**config.mk**
```make
export PLATFORM = sky130hd
export DESIGN_NAME = disparity_readout_flat
export DESIGN_NICKNAME = d
export VERILOG_FILES = /design/src/rtl/disparity_pkg.sv /design/src/rtl/disparity_readout_if.sv /design/src/rtl/readout_skid_fifo.sv /design/src/rtl/disparity_readout.sv /design/src/flat_wrapper.sv
export SDC_FILE = /design/constraint.sdc
export NUM_CORES = 1
export LEC_CHECK = 0
export ABC_AREA = 1
export CAP_MARGIN = 20
export CORE_ASPECT_RATIO = 0.7
export CORE_MARGIN = 4
export CORE_UTILIZATION = 54
export CTS_CLUSTER_DIAMETER = 80
export DETAILED_ROUTE_END_ITERATION = 12
export GPL_ROUTABILITY_DRIVEN = 0
export PLACE_DENSITY = 0.8
export SLEW_MARGIN = 10
export SYNTH_ARGS = -nofsm -noshare
export SYNTH_HDL_FRONTEND = slang
export SYNTH_HIERARCHICAL = 1
export SYNTH_SLANG_ARGS = --single-unit
```
**constraint.sdc**
```tcl
create_clock -name clk -period 2.5 [get_ports clk]
set_input_delay 0.375 -clock clk [delete_from_list [all_inputs] [get_ports clk]]
set_output_delay 0.375 -clock clk [all_outputs]
set_load 0.05 [all_outputs]
```
**src/rtl/disparity_pkg.sv**
```systemverilog
// Shared types and constants for the disparity result readout path.
package disparity_pkg;

  localparam int unsigned DEF_WIDTH         = 250;
  localparam int unsigned DEF_HEIGHT        = 125;
  localparam int unsigned DEF_COORD_W       = 10;
  localparam int unsigned DISP_SCALE_FACTOR = 5;

  // Buffer entry: {eol, sof, data[7:0]}
  localparam int unsigned ENTRY_W = 10;

  typedef enum logic [1:0] {
    StIdle  = 2'd0,
    StScan  = 2'd1,
    StDrain = 2'd2
  } state_e;

endpackage

```
**src/rtl/disparity_readout_if.sv**
```systemverilog
// Pixel stream from the readout block to the display/UART path (valid/ready with markers).
interface disparity_readout_if;

  logic [7:0] pix_data;
  logic       pix_valid;
  logic       pix_ready;
  logic       pix_sof;
  logic       pix_eol;

  modport master (
    output pix_data,
    output pix_valid,
    output pix_sof,
    output pix_eol,
    input  pix_ready
  );

  modport slave (
    input  pix_data,
    input  pix_valid,
    input  pix_sof,
    input  pix_eol,
    output pix_ready
  );

endinterface

```
**src/rtl/readout_skid_fifo.sv**
```systemverilog
// Two-entry skid FIFO holding captured pixels with their sof/eol sideband.
module readout_skid_fifo
  import disparity_pkg::*;
(
  input  logic               clk,
  input  logic               reset_n,
  input  logic               flush,
  input  logic               push,
  input  logic [ENTRY_W-1:0] wdata,
  input  logic               pop,
  output logic [ENTRY_W-1:0] rdata,
  output logic               full,
  output logic               empty,
  output logic [1:0]         count
);

  logic [ENTRY_W-1:0] mem_q [2];
  logic               wr_ptr_q, rd_ptr_q;
  logic [1:0]         count_q;
  logic               do_push, do_pop;

  assign full    = (count_q == 2'd2);
  assign empty   = (count_q == 2'd0);
  assign count   = count_q;
  assign rdata   = mem_q[rd_ptr_q];
  // A push into a full buffer is only taken when the head leaves in the same cycle.
  assign do_push = push && (!full || pop);
  assign do_pop  = pop && !empty;

  always_ff @(posedge clk or negedge reset_n) begin
    if (!reset_n) begin
      for (int i = 0; i < 2; i++) mem_q[i] <= '0;
      wr_ptr_q <= 1'b0;
      rd_ptr_q <= 1'b0;
      count_q  <= 2'd0;
    end else if (flush) begin
      wr_ptr_q <= 1'b0;
      rd_ptr_q <= 1'b0;
      count_q  <= 2'd0;
    end else begin
      if (do_push) begin
        mem_q[wr_ptr_q] <= wdata;
        wr_ptr_q        <= ~wr_ptr_q;
      end
      if (do_pop) rd_ptr_q <= ~rd_ptr_q;
      count_q <= count_q + {1'b0, do_push} - {1'b0, do_pop};
    end
  end

endmodule

```
**src/rtl/disparity_readout.sv**
```systemverilog
// Raster-scans the disparity result memory once the engine is idle and streams pixels out.
// Optional build macro DISP_SCALE_EN: pixels are scaled by 5 and saturated at 255.
module disparity_readout
  import disparity_pkg::*;
#(
  parameter int unsigned WIDTH   = DEF_WIDTH,
  parameter int unsigned HEIGHT  = DEF_HEIGHT,
  parameter int unsigned COORD_W = DEF_COORD_W
) (
  input  logic               clk,
  input  logic               reset_n,
  input  logic               start,
  input  logic               disp_idle,
  output logic [COORD_W-1:0] disp_href,
  output logic [COORD_W-1:0] disp_vref,
  input  logic [7:0]         new_image,
  disparity_readout_if.master pix,
  output logic               busy,
  output logic               frame_done,
  output logic               abort_err
);

  localparam logic [COORD_W-1:0] LastCol = COORD_W'(WIDTH - 1);
  localparam logic [COORD_W-1:0] LastRow = COORD_W'(HEIGHT - 1);

  function automatic logic [7:0] scale_pix(input logic [7:0] v);
`ifdef DISP_SCALE_EN
    logic [10:0] p;
    p = 11'(v) * 11'(DISP_SCALE_FACTOR);
    return (p > 11'd255) ? 8'hff : p[7:0];
`else
    return v;
`endif
  endfunction

  state_e             state_q, state_d;
  logic [COORD_W-1:0] href_q, href_d, vref_q, vref_d;
  logic               inflight_q, sof_q, eol_q;
  logic               frame_done_q, abort_err_q, abort_err_d;
  logic               start_ok, abort, issue, last_addr, drain_done, pop, occ_ok;
  logic               fifo_full, fifo_empty;
  logic [1:0]         fifo_count;
  logic [ENTRY_W-1:0] wdata, rdata;

  assign start_ok  = (state_q == StIdle) && start && disp_idle;
  assign abort     = (state_q != StIdle) && !disp_idle;
  assign last_addr = (href_q == LastCol) && (vref_q == LastRow);
  assign pop       = pix.pix_valid && pix.pix_ready;
  // Room for one more read counts the slot freed by a pop in this same cycle.
  assign occ_ok    = fifo_full ? (pop && !inflight_q)
                               : ((fifo_count == 2'd0) || pop || !inflight_q);
  assign wdata     = {eol_q, sof_q, scale_pix(new_image)};

  readout_skid_fifo u_fifo (
    .clk    (clk),
    .reset_n(reset_n),
    .flush  (abort),
    .push   (inflight_q && !abort),
    .wdata  (wdata),
    .pop    (pop),
    .rdata  (rdata),
    .full   (fifo_full),
    .empty  (fifo_empty),
    .count  (fifo_count)
  );

  always_ff @(posedge clk or negedge reset_n) begin
    if (!reset_n) state_q <= StIdle;
    else          state_q <= state_d;
  end

  always_comb begin
    state_d = state_q;
    unique case (state_q)
      StIdle:  if (start_ok) state_d = StScan;
      StScan: begin
        if (abort)                   state_d = StIdle;
        else if (issue && last_addr) state_d = StDrain;
      end
      StDrain: begin
        if (abort || drain_done) state_d = StIdle;
      end
      default: state_d = StIdle;
    endcase
  end

  always_comb begin
    busy       = (state_q != StIdle);
    issue      = (state_q == StScan) && disp_idle && occ_ok;
    drain_done = (state_q == StDrain) && disp_idle && (fifo_count == 2'd0) && !inflight_q;
  end

  always_comb begin
    href_d      = href_q;
    vref_d      = vref_q;
    abort_err_d = abort_err_q;
    if (start_ok) begin
      href_d      = '0;
      vref_d      = '0;
      abort_err_d = 1'b0;
    end else if (issue && !last_addr) begin
      if (href_q == LastCol) begin
        href_d = '0;
        vref_d = vref_q + 1'b1;
      end else begin
        href_d = href_q + 1'b1;
      end
    end
    if (abort) abort_err_d = 1'b1;
  end

  always_ff @(posedge clk or negedge reset_n) begin
    if (!reset_n) begin
      href_q       <= '0;
      vref_q       <= '0;
      inflight_q   <= 1'b0;
      sof_q        <= 1'b0;
      eol_q        <= 1'b0;
      frame_done_q <= 1'b0;
      abort_err_q  <= 1'b0;
    end else begin
      href_q       <= href_d;
      vref_q       <= vref_d;
      inflight_q   <= issue;
      frame_done_q <= drain_done;
      abort_err_q  <= abort_err_d;
      if (issue) begin
        sof_q <= (href_q == '0) && (vref_q == '0);
        eol_q <= (href_q == LastCol);
      end
    end
  end

  assign disp_href     = href_q;
  assign disp_vref     = vref_q;
  assign frame_done    = frame_done_q;
  assign abort_err     = abort_err_q;
  assign pix.pix_valid = !fifo_empty;
  assign pix.pix_data  = rdata[7:0];
  assign pix.pix_sof   = rdata[8] && !fifo_empty;
  assign pix.pix_eol   = rdata[9] && !fifo_empty;

endmodule

```
**src/flat_wrapper.sv**
```systemverilog
// flat-port wrapper written by rule: the top's interface ports become plain ports
module disparity_readout_flat import disparity_pkg::*;
#(
  parameter int unsigned WIDTH   = DEF_WIDTH,
  parameter int unsigned HEIGHT  = DEF_HEIGHT,
  parameter int unsigned COORD_W = DEF_COORD_W
)
  (clk, reset_n, start, disp_idle, disp_href, disp_vref, new_image, busy, frame_done, abort_err, pix_pix_data, pix_pix_valid, pix_pix_sof, pix_pix_eol, pix_pix_ready);
  disparity_readout_if pix_i ();
  input  logic clk;
  input  logic reset_n;
  input  logic start;
  input  logic disp_idle;
  output logic [COORD_W-1:0] disp_href;
  output logic [COORD_W-1:0] disp_vref;
  input  logic [7:0] new_image;
  output logic busy;
  output logic frame_done;
  output logic abort_err;
  output wire logic [$bits(pix_i.pix_data)-1:0] pix_pix_data;
  output wire logic [$bits(pix_i.pix_valid)-1:0] pix_pix_valid;
  output wire logic [$bits(pix_i.pix_sof)-1:0] pix_pix_sof;
  output wire logic [$bits(pix_i.pix_eol)-1:0] pix_pix_eol;
  input wire logic [$bits(pix_i.pix_ready)-1:0] pix_pix_ready;
  assign pix_pix_data = pix_i.pix_data;
  assign pix_pix_valid = pix_i.pix_valid;
  assign pix_pix_sof = pix_i.pix_sof;
  assign pix_pix_eol = pix_i.pix_eol;
  assign pix_i.pix_ready = pix_pix_ready;
  disparity_readout #(.WIDTH(WIDTH), .HEIGHT(HEIGHT), .COORD_W(COORD_W)) u_core (.clk(clk), .reset_n(reset_n), .start(start), .disp_idle(disp_idle), .disp_href(disp_href), .disp_vref(disp_vref), .new_image(new_image), .pix(pix_i), .busy(busy), .frame_done(frame_done), .abort_err(abort_err));
endmodule
```
==> results of run 1 <==
## cells in the final DEF, fill, tap and decap left out, drive strengths merged
cell type	synthesis	final
nand2	164	164
dfrtp	51	51
nor2	48	48
inv	45	45
clkdlybuf4s50	0	43
nand4	37	37
nand3	34	34
buf	10	9
ha	7	7
clkbuf	3	6
o21ai	6	6
a21oi	4	4
xnor2	3	3
xor2	3	3
nor3	2	2
or2	2	2
clkinvlp	0	1
clkinv	0	1
o21bai	1	1
nor3b	1	1
o21a	1	1
## how the worst max path moves through the flow
| stage | to | slack, ns | startpoint | cells after the start |
|---|---|---|---|---|
| finish | pix_pix_data[7] | 0.13 | u_core/u_fifo/rd_ptr_q | 4 |
| global route | pix_pix_data[7] | 0.03 | u_core/u_fifo/rd_ptr_q | 4 |
| CTS | pix_pix_data[7] | 0.12 | u_core/u_fifo/rd_ptr_q | 4 |
| detailed placement | u_core/u_fifo/count[1] | 0.31 | disp_idle | 10 |
| global placement | u_core/u_fifo/count[0] | 0.39 | disp_idle | 9 |
| floorplan | u_core/u_fifo/count[0] | 0.49 | u_core/u_fifo/count[1] | 12 |
## worst max-delay path: stages, from the launching register on
cell and delay [ns]:
dfrtp_1 0.40, inv_1 0.32, nand2_1 0.09, nand2_1 0.09
clkdlybuf4s50_1 0.80
## layer usage
metal  part of all wire, %  wire length (um)
met5                     0                 0
met3                   5.7               400
met2                    42              2970
met1                    52              3680
met4                  0.25                18
## where the power goes
group	switching, W	internal (W)
Clock	0.000271	0.000196
Sequential	0.000171	0.00104
Combinational	0.00120	0.000554
## logic make-up after synthesis
logic type               count (synthesis)  synth area share, %
buffers and inverters                   58                 8.20
XOR/XNOR                                 6                 1.73
AO/OA/AOI/OAI                           12                 2.14
flip-flops                              51                 42.0
adder cells (fa/ha/maj)                  7                 2.88
AND/OR/NAND/NOR                        288                 43.0
## final cells by class
cell class,instances,share of cell area (%)
tap,72,2.47
clock inverter,2,0.344
multi-input combinational,313,41.5
sequential,51,35.1
timing repair buffer,52,14.0
inverter,45,4.64
clock buffer,6,1.99
## through the flow
step | worst slack (ns) | power [W] | instances
finish | 0.130 | 0.00343 | 541
global route | 0.0346 | 0.00367 | 541
CTS | 0.118 | 0.00345 | 541
detailed placement | 0.315 | 0.00297 | 533
global placement | 0.388 | 0.00294 | 533
floorplan | 0.489 | 0.00245 | 422
## state kept, by name, summed over array words and instances, names as in the netlist
register / cells
u_core/u_fifo/wr_ptr_q: 1
u_core/u_fifo/mem_q: 20
u_core/inflight_q: 1
u_core/abort_err: 1
u_core/frame_done: 1
u_core/state_q: 2
u_core/u_fifo/rd_ptr_q: 1
u_core/u_fifo/count: 2
u_core/sof_q: 1
u_core/eol_q: 1
u_core/disp_href: 10
u_core/disp_vref: 10
==> flow_metrics.env, run 1 <==
export IMPL_ctsResizeCount=0
export IMPL_dp_hpwl_um=5030
export IMPL_ir_worst_vdd_mv=0.627
export IMPL_die_y_um=70.8
export IMPL_tritoncts="done"
export IMPL_p_leak_nw=1.89
export IMPL_clk_latency_ns=0.30
export IMPL_wl_per_cell_um=13.1
export IMPL_multi_input_comb_area_um2=1510
export IMPL_hold_buffers=0
export IMPL_synth_area_per_cell_um2=7.20
export IMPL_grt_ovfl_total=0
export IMPL_final_util_pct=68.2
export IMPL_hold_violations=0
export IMPL_cp_required_ns=2.12
export IMPL_drt_pass1_iter_count=4
export IMPL_start_util_pct=56.9
export IMPL_synth_area_um2=3040
export IMPL_die_area_um2=6910
export IMPL_hp_class="input pin to async pin"
export IMPL_numCtsBuffers=5
export IMPL_grt_total_usage_pct=20.8
export IMPL_yosysUniqueCellTypes=28
export IMPL_busiest_layer="met1"
export IMPL_die_w_um=97.7
export IMPL_whs_ns=0.0485
export IMPL_clkTransAtPathRegs_ns=0.10
export IMPL_p_per_area_nw_per_um2=941
export IMPL_setup_violations_final=0
export IMPL_remaining_drc_errors=0
export IMPL_slew_headroom_pct=64.2
export IMPL_initialDrtViolationCount=207
export IMPL_path_class="register to primary output"
export IMPL_status="completed"
export IMPL_path_max_fanout=11
export IMPL_clock_fmax_mhz=422
export IMPL_fin_nets=488
export IMPL_yosysMostFrequentCell="nand2_1"
export IMPL_placed_cell_area_um2=3560
export IMPL_htree_levels=2
export IMPL_reg2regPathDepth=12
export IMPL_ys_warn_count=6
export IMPL_vias=2860
export IMPL_critPathArrivalTime_ns=2.00
export IMPL_grtUsageMet1_pct=32.1
export IMPL_finalMaxSlewViolations=0
export IMPL_yosys_area_top_type="dfrtp_1"
export IMPL_clock_sinks=51
export IMPL_met3_usage_pct=4.43
export IMPL_worst_setup_path_start_kind="register"
export IMPL_critPathCaptureType="primary output"
export IMPL_reg2reg_slack_ns=0.55
export IMPL_post_cts_setup_buffers=0
export IMPL_async_flop_share_pct=100
export IMPL_antenna_left=0
export IMPL_cts_path_max_buffers=2
export IMPL_min_period_over_period_pct=94.8
export IMPL_synth_area_top_cells="dfrtp_1, nand2_1, nand4_1"
export IMPL_worst_pin_slew_ns=0.537
export IMPL_synth_seq_cells=51
export IMPL_syn_inst=422
export IMPL_synthTopCellsByCount="nand2_1, dfrtp_1, inv_1"
export IMPL_period_needed_ns=2.37
export IMPL_root_buffer="clkbuf_8"
export IMPL_synth_edf_count=0
export IMPL_viasPerCell=5.29
export IMPL_ys_flop_type="dfrtp_1"
export IMPL_drive_gt1_share_pct=7.25
export IMPL_antenna_found_initial=0
export IMPL_fill_cells=477
export IMPL_num_rows=22
export IMPL_rsz0062_at_grt="false"
export IMPL_grt_pass1_vias=2638
export IMPL_yosysSeqAreaShare_pct=42.0
export IMPL_fin_area_um2=3640
export IMPL_routed_wl_um=7070
export IMPL_io_buffers=46
export IMPL_syn_nets=442
export IMPL_grt_max_degree=52
export IMPL_max_cap_violations=0
export IMPL_io_pins=47
export IMPL_finalSetupTns_ns=0
export IMPL_clock_skew_ns=0.00784
export IMPL_grt_pass1_wl_um=12200
export IMPL_reg2reg_from="u_core/u_fifo/count[0]"
export IMPL_core_area_um2=5340
export IMPL_rr_endpoint="u_core/u_fifo/count[1]"
export IMPL_met2_usage_pct=30.9
export IMPL_area_growth_pct=19.9
export IMPL_synth_top_area_share_pct=42.0
export IMPL_antenna_cells=0
export IMPL_ff_latch_area_um2=1280
No activity file was read; power rests on OpenSTA's default activity.
==> inputs of run 2 (changes only) <==
--- a/config.mk
+++ b/config.mk
@@ -14,7 +14,6 @@
 export DETAILED_ROUTE_END_ITERATION = 12
 export GPL_ROUTABILITY_DRIVEN = 0
 export PLACE_DENSITY = 0.8
-export SLEW_MARGIN = 10
 export SYNTH_ARGS = -nofsm -noshare
 export SYNTH_HDL_FRONTEND = slang
 export SYNTH_HIERARCHICAL = 1
==> results of run 2 <==
Final layout, timing and power as in run 1 (identical DEF).
